==> config.mk <==
export PLATFORM = sky130hd
export DESIGN_NAME = rf_wb_scheduler
export DESIGN_NICKNAME = d
export VERILOG_FILES = /design/src/rtl/rf_wb_scheduler.sv
export SDC_FILE = /design/constraint.sdc
export NUM_CORES = 1
export LEC_CHECK = 0
export CAP_MARGIN = 20
export CORE_ASPECT_RATIO = 1.1
export CORE_MARGIN = 2
export CORE_UTILIZATION = 47
export DETAILED_ROUTE_END_ITERATION = 12
export PLACE_DENSITY = 0.75
export REMOVE_ABC_BUFFERS = 1
export SYNTH_ARGS = -nofsm -noshare
export SYNTH_HDL_FRONTEND = slang
export SYNTH_SLANG_ARGS = --single-unit
export TNS_END_PERCENT = 1
==> constraint.sdc <==
create_clock -name clk -period 7.37 [get_ports clk]
set_input_delay 1.8425 -clock clk [delete_from_list [all_inputs] [get_ports clk]]
set_output_delay 1.8425 -clock clk [all_outputs]
set_load 0.05 [all_outputs]
==> src/rtl/rf_wb_scheduler.sv <==
`default_nettype none
// ============================================================================
//  Module   : rf_wb_scheduler
//  Brief    : Arbitrates the register-file write port between pipeline WB and
//             MDU results, with an in-flight scoreboard driving decode stall.
//  Revision : 1.0 - initial release
// ============================================================================
module rf_wb_scheduler #(
    parameter int DATA_WIDTH = 32,
    parameter int ADDR_WIDTH = 5,
    parameter int DEPTH      = 2
) (
    input  logic                  clk,
    input  logic                  rst,
    input  logic                  pipe_wen,
    input  logic [ADDR_WIDTH-1:0] pipe_waddr,
    input  logic [DATA_WIDTH-1:0] pipe_wdata,
    input  logic                  mdu_valid,
    output logic                  mdu_ready,
    input  logic [ADDR_WIDTH-1:0] mdu_waddr,
    input  logic [DATA_WIDTH-1:0] mdu_wdata,
    input  logic                  issue_valid,
    input  logic [ADDR_WIDTH-1:0] issue_waddr,
    input  logic [ADDR_WIDTH-1:0] dec_rs,
    input  logic [ADDR_WIDTH-1:0] dec_rt,
    input  logic                  dec_dst_valid,
    input  logic [ADDR_WIDTH-1:0] dec_dst,
    output logic                  stall,
    output logic                  rf_wen,
    output logic [ADDR_WIDTH-1:0] rf_waddr,
    output logic [DATA_WIDTH-1:0] rf_wdata,
    output logic                  err
);

    localparam int                 c_PTR_W     = (DEPTH > 1) ? $clog2(DEPTH) : 1;
    localparam int                 c_CNT_W     = $clog2(DEPTH + 1);
    localparam int                 c_NREG      = 2 ** ADDR_WIDTH;
    localparam logic [c_CNT_W-1:0] c_DEPTH_CNT = c_CNT_W'(DEPTH);

    logic [ADDR_WIDTH-1:0] r_buf_addr [DEPTH];
    logic [DATA_WIDTH-1:0] r_buf_data [DEPTH];
    logic [c_PTR_W-1:0]    r_wr_ptr;
    logic [c_PTR_W-1:0]    r_rd_ptr;
    logic [c_CNT_W-1:0]    r_count;
    logic [c_NREG-1:0]     r_pending;
    logic                  r_err;

    logic w_empty;
    logic w_accept;
    logic w_mdu_nz;
    logic w_pipe_sel;
    logic w_pop;
    logic w_bypass;
    logic w_push;
    logic w_mdu_wr;
    logic w_issue_nz;
    logic w_issue_err;
    logic w_result_err;

    assign w_empty    = (r_count == '0);
    assign mdu_ready  = (r_count < c_DEPTH_CNT) && !rst;
    assign w_accept   = mdu_valid && mdu_ready;
    assign w_mdu_nz   = (mdu_waddr != '0);
    assign w_pipe_sel = !rst && pipe_wen && (pipe_waddr != '0);

    // A write to r0 from the pipeline leaves the port free for MDU traffic.
    assign w_pop      = !rst && !w_pipe_sel && !w_empty;
    assign w_bypass   = !rst && !w_pipe_sel && w_empty && w_accept && w_mdu_nz;
    assign w_push     = w_accept && w_mdu_nz && !w_bypass;
    assign w_mdu_wr   = w_pop || w_bypass;

    always_comb begin
        rf_wen   = 1'b0;
        rf_waddr = '0;
        rf_wdata = '0;
        if (w_pipe_sel) begin
            rf_wen   = 1'b1;
            rf_waddr = pipe_waddr;
            rf_wdata = pipe_wdata;
        end else if (w_pop) begin
            rf_wen   = 1'b1;
            rf_waddr = r_buf_addr[r_rd_ptr];
            rf_wdata = r_buf_data[r_rd_ptr];
        end else if (w_bypass) begin
            rf_wen   = 1'b1;
            rf_waddr = mdu_waddr;
            rf_wdata = mdu_wdata;
        end
    end

    // Re-issuing a register whose result retires this same cycle is legal.
    assign w_issue_nz   = issue_valid && (issue_waddr != '0);
    assign w_issue_err  = w_issue_nz && r_pending[issue_waddr]
                          && !(w_mdu_wr && (rf_waddr == issue_waddr));
    assign w_result_err = w_mdu_wr && !r_pending[rf_waddr];

    assign stall = !rst && (r_pending[dec_rs] || r_pending[dec_rt]
                            || (dec_dst_valid && r_pending[dec_dst]));
    assign err   = r_err;

    always_ff @(posedge clk) begin
        if (w_push) begin
            r_buf_addr[r_wr_ptr] <= mdu_waddr;
            r_buf_data[r_wr_ptr] <= mdu_wdata;
        end
    end

    always_ff @(posedge clk) begin
        if (rst) begin
            r_wr_ptr <= '0;
            r_rd_ptr <= '0;
            r_count  <= '0;
            r_err    <= 1'b0;
        end else begin
            if (w_push) begin
                r_wr_ptr <= r_wr_ptr + 1'b1;
            end
            if (w_pop) begin
                r_rd_ptr <= r_rd_ptr + 1'b1;
            end
            case ({w_push, w_pop})
                2'b10:   r_count <= r_count + 1'b1;
                2'b01:   r_count <= r_count - 1'b1;
                default: r_count <= r_count;
            endcase
            if (w_issue_err || w_result_err) begin
                r_err <= 1'b1;
            end
        end
    end

    always_ff @(posedge clk) begin
        r_pending[0] <= 1'b0;
        for (int i = 1; i < c_NREG; i++) begin
            if (rst) begin
                r_pending[i] <= 1'b0;
            end else if (w_issue_nz && (issue_waddr == ADDR_WIDTH'(i))) begin
                r_pending[i] <= 1'b1;
            end else if (w_mdu_wr && (rf_waddr == ADDR_WIDTH'(i))) begin
                r_pending[i] <= 1'b0;
            end
        end
    end

endmodule
`default_nettype wire

* Yosys cells after proc, flatten, opt, wreduce, memory -nomap -nowiden
Memories as Yosys holds them, arrays and structs flattened. A register that Yosys moved wholly into a read port is not among the register bits.
Cells that the tools add are included.
** Cells by class
- Add/subtract/negate cells :: 4
- $mul :: 0
- Div/mod/pow operators :: 0
- Order comparisons :: 6
- Equal/unequal tests :: 65
- Shift operators :: 0
- Mux-type cells :: 88
- Bitwise operators :: 0
- Reduce and logical (&&, ||, !) cells :: 126
** Operator list (number)
- $eq 5x5->1 const B :: 32
- $mux 32 :: 3
- $eq 5x4->1 const B :: 16
- $logic_and 1x1->1 :: 80
- $mux 1 :: 76
- $reduce_bool 2->1 :: 32
- $eq 5x3->1 const B :: 8
- $lt 5x6->1 const B :: 5
- $bmux 1 s5 :: 5
- $eq 5x2->1 const B :: 4
- $mux 5 :: 3
- $reduce_bool 5->1 :: 3
- $eq 5x1->1 const B :: 2
- $logic_not 1->1 :: 6
- $eq 5x5->1 :: 1
- $logic_or 1x1->1 :: 4
- $pmux 2 s2 :: 1
- $add 1x1->1 const B :: 2
- $add 2x1->2 const B :: 1
- $eq 2x1->1 const B :: 1
- $eq 2x2->1 const B :: 1
- $logic_not 2->1 :: 1
- $lt 2x2->1 const B :: 1
- $sub 2x1->2 const B :: 1
** Word-level totals
- Bits in registers :: 36
- Bits in latches :: 0
- RAM bits :: 74
- ROM bits :: 0
- Bits of input ports :: 100
- Memories kept :: 2
** Memory list
- r_buf_data :: depth 2, bits a word 32, rd ports 1, clocked after memory_dff 1, write ports 1, line 41 : logic [DATA_WIDTH-1:0] r_buf_data [DEPTH];
- r_buf_addr :: depth 2, bits a word 5, rd ports 1, clocked after memory_dff 1, write ports 1, line 40 : logic [ADDR_WIDTH-1:0] r_buf_addr [DEPTH];

* Depth between registers and ports, before layout
Gate-level depths: netlist (run 1).
- Depth in word-level cells :: 16
- Gate-level depth with buffers :: 10

* Worst setup path before layout (run 1)
No wires, ideal clock.
- Path type :: input to output
- From :: input port dec_dst[0]
- To :: output port stall
- Data arrival time :: 3.883 ns
- Data required time :: 5.528 ns
- Path slack :: 1.645 ns
- Cell stages on the path :: 6
- Path buffers :: 1
- Cell sequence :: clkbuf_1 mux4_2 mux4_2 nand2b_1 o211ai_1 a31oi_1
** Between the ends
- Longest elaborated chain between the ends :: 5
** RTL lines
- from (decl) :: line 27 : input logic [ADDR_WIDTH-1:0] dec_dst,
- $bmux 1 s5 :: line 98 : || (dec_dst_valid && r_pending[dec_dst]));
- $mux 1 (implied by the code) :: line 98
- $logic_and 1x1->1 :: line 98
- $logic_or 1x1->1 :: line 98
- $logic_and 1x1->1 :: line 97 : assign stall = !rst && (r_pending[dec_rs] || r_pending[dec_rt]
- to (decl) :: line 28 : output logic stall,
No other way between the ends. The select of a mux whose other input is x is not followed.

* Final worst setup path (run 1)
Same ends and word-level chain as after synthesis.

==> summary.md, run 1 <==
| Metric | Value |
|---|---|
| Final hold violation count | `0` |
| Area of the core | `0.0137 mm2` |
| Final Cycle Share | `88.9%` |
| Wire length per cell | `20.9 um` |
| Dominant register cell in the synthesized netlist | `edfxtp_1` |
| Quantity of I/O buffers inserted on ports | `140` |
| Antenna Violating Nets Remaining | `0` |
| Worst r2r dst | `err` |
| Synth area leader | `edfxtp_1` |
| Area of the multi-input gates | `0.00335 mm2` |
| Sequential cell area fraction in the yosys report | `45.5%` |
| Leading cell types by count after synthesis | `nor2_1, edfxtp_1, nand2_1` |
| Worst EP arrival | `4.71 ns` |
| Clock root buffer | `clkbuf_16` |
| Worst slew slack as a fraction of its limit | `35.4%` |
| Total chip power | `0.00170 W` |
| Number of clock sinks seen by CTS | `111` |
| TritonCTS clock tree | `yes` |
| Placed wire-length estimate after detailed placement | `13200 um` |
| Share of the core filled with cells in the final layout | `63.9%` |
| Vias in the first global route | `5694` |
| Required time worst endpoint | `5.53 ns` |
| Vias after detailed routing | `5598` |
| Cts-stage hold buffer count | `0` |
| Pins over their slew limit | `0` |
| Clk Latency, worst-skew pair | `0.34 ns` |
| Final-layout fill cell count | `1086` |
| Die Span X | `116 um` |
| Setup TNS | `0 ns` |
| Die H | `127 um` |
| Main area contributors after synthesis | `edfxtp_1, mux4_2, dfxtp_1` |
| Post-layout net count | `808` |
| Instance count of the mapped netlist | `584` |
| Number of design rule violations left after detail routing | `0` |
| Antenna violations before repair | `0` |
| Overall routed net length | `18800 um` |
| Highest ir drop seen on vdd | `0.109 mV` |
| Post-synthesis register bit count | `111` |
| Number of buffers inserted during clock tree synthesis | `9` |
| Endpoint of the worst setup timing path | `stall` |
| Most common cell in the netlist | `nor2_1` |
| Initial core utilization | `47.5%` |
| Critical Path Start | `dec_dst[0]` |
| Number of diodes | `0` |
| Final weighted congestion in routability-driven placement | `0.973` |
| Status | `finished, final reports clean` |
| Worst Max-Slew Pin Slew | `0.959 ns` |
| Post-layout min period | `6.55 ns` |
| Layout cell share with drive strength beyond 1 | `21.2%` |
| First-pass GRT wire length | `29500 um` |
| Unique cell type count in the Yosys netlist | `60` |
| Max Root-Sink Buffers | `2` |
| GR Util All Layers | `25.6%` |
| Pin count of the biggest net entering global routing | `40` |
| Via-to-Cell Ratio | `6.22` |
| Resized cells post-CTS | `0` |
| Crit. End Element | `primary output` |
| Synth Area per Inst | `11.1 um2` |
| Nature of the critical path startpoint | `input port` |
| Clock transition at the registers of the reported paths | `0.07 ns` |
| Number of failing setup endpoints in the final timing report | `0` |
| Clock Skews | `0.00728 ns` |
| Area of the mapped netlist | `0.00650 mm2` |
| Share of synthesized flip-flops with an asynchronous set or reset | `0%` |
| First drt pass iteration count | `6` |
| Share of the synthesized area in the top cell type | `34.2%` |
| PwrDens | `194 mW/mm2` |
| Max Cap Violations | `0` |
| Leak pwr | `2.95 nW` |
| Reg2reg path depth | `8` |
| Post-CTS setup buffer count | `0` |
| Layout-stage area growth over the synthesis result | `34.3%` |
| Maximum net fanout on the critical path | `9` |
| Count of H-tree levels built during CTS | `3` |
| EDFF count, synth | `74` |
| Worst-case register-to-register setup slack | `4.41 ns` |
| Number of placed I/O pins | `141` |
| Class of the worst hold path | `flop to flop` |
| Footprint of the flip-flops and latches | `0.00296 mm2` |
| Max Clk Rate | `153 MHz` |
| Site Rows | `45` |
| Die Area | `0.0148 mm2` |
| Setup repair after global routing missed its margin | `no` |
| Number of warnings printed during yosys synthesis | `0` |
| Critical path class | `input port to primary output` |
| Starting DRC count in detailed routing | `546` |
| Global route total overflow | `0` |
==> registers in the layout, indices dropped and copies added, names as in the netlist, named ones only <==
name / flops
r_buf_addr: 10
r_count: 2
r_pending: 31
r_rd_ptr: 1
r_wr_ptr: 1
r_buf_data: 64
err: 1
==> metal layers <==
layer | track usage (%) | part of all wire (%) | vias to the layer above
met2 | 41.2 | 48 | 335
met1 | 33.8 | 38 | 2694
met5 | 0 | 0 | -
met3 | 5.69 | 10 | 61
li1 | - | - | 2508
met4 | 10.2 | 3.6 | 0
==> per-stage QoR <==
step	area [um2]	instances	hold WS [ns]	worst slack, ns
after floorplan	6320	545	0.481	0.507
final	8740	900	0.519	0.818
after global placement	8360	880	0.493	0.852
after CTS	8680	896	0.520	0.804
after detailed placement	8360	880	0.500	0.808
after global routing	8740	900	0.566	0.688
==> cells by family after synthesis <==
group,after synthesis,share of synthesized area [%]
AOI/OAI and AO/OA,146,15.5
xor gates and xnor gates,7,0.943
adders and majority gates,1,0.192
buffers and inverters,48,3.44
DFF,111,45.5
muxes,91,22.1
and+or+nand+nor,180,12.3
==> worst min path at each step <==
stage | start | endpoint | slack, ns | depth (start not counted)
final | r_rd_ptr | r_rd_ptr | 0.52 | 2
after global routing | r_rd_ptr | flop | 0.57 | 2
after CTS | r_rd_ptr | r_rd_ptr | 0.52 | 2
after detailed placement | r_rd_ptr | r_rd_ptr | 0.50 | 2
after global placement | r_rd_ptr | flop | 0.49 | 2
after floorplan | r_rd_ptr | flop | 0.48 | 2
==> area by class of cell <==
type                            count  share of cell area, %
Timing Repair Buffer              151                   21.0
Clock buffer                       10                   2.62
Inverter                            9                  0.444
Clock inverter                      6                   1.06
Multi-Input combinational cell    425                   38.3
Sequential cell                   111                   33.9
Tap cell                          188                   2.69
==> report_power, final <==
group	internal (W)	switching (W)
registers	0.000689	0.0000210
logic	0.000210	0.000255
clock network	0.000301	0.000220
==> critical path: stages <==
cell and delay [ns]:
clkdlybuf4s50_1 0.79, mux4_2 0.57, mux4_2 0.46, nand2b_1 0.15, o211ai_1 0.09, a31oi_1 0.10, clkdlybuf4s50_1 0.71
==> cell usage in the layout (no fill, tap or decap), drive strengths merged, types with 3 or more instances in the layout <==
cell / count
mux2i: 15
a21o: 3
a2111o: 3
xnor2: 5
or4: 3
a21oi: 38
nand3: 14
clkinv: 4
clkdlybuf4s50: 108
or3: 3
mux4: 38
and3b: 3
nor3: 4
nor2: 83
dfxtp: 37
buf: 42
nand2: 52
a221o: 3
a211oi: 5
nor3b: 3
a221oi: 33
o21ai: 45
inv: 9
clkbuf: 11
o211ai: 4
mux2: 38
edfxtp: 74
Power figures use the tool's default switching activity.
==> run 2, diff against run 1 <==
- SKIP_LAST_GASP: unset -> 1
==> results of run 2 <==
Final layout, timing and power as in run 1 (identical DEF).
==> run 3, diff against run 2 <==
- CTS_CLUSTER_SIZE: unset -> 16
==> results of run 3 <==
Final layout, timing and power as in run 1 (identical DEF).
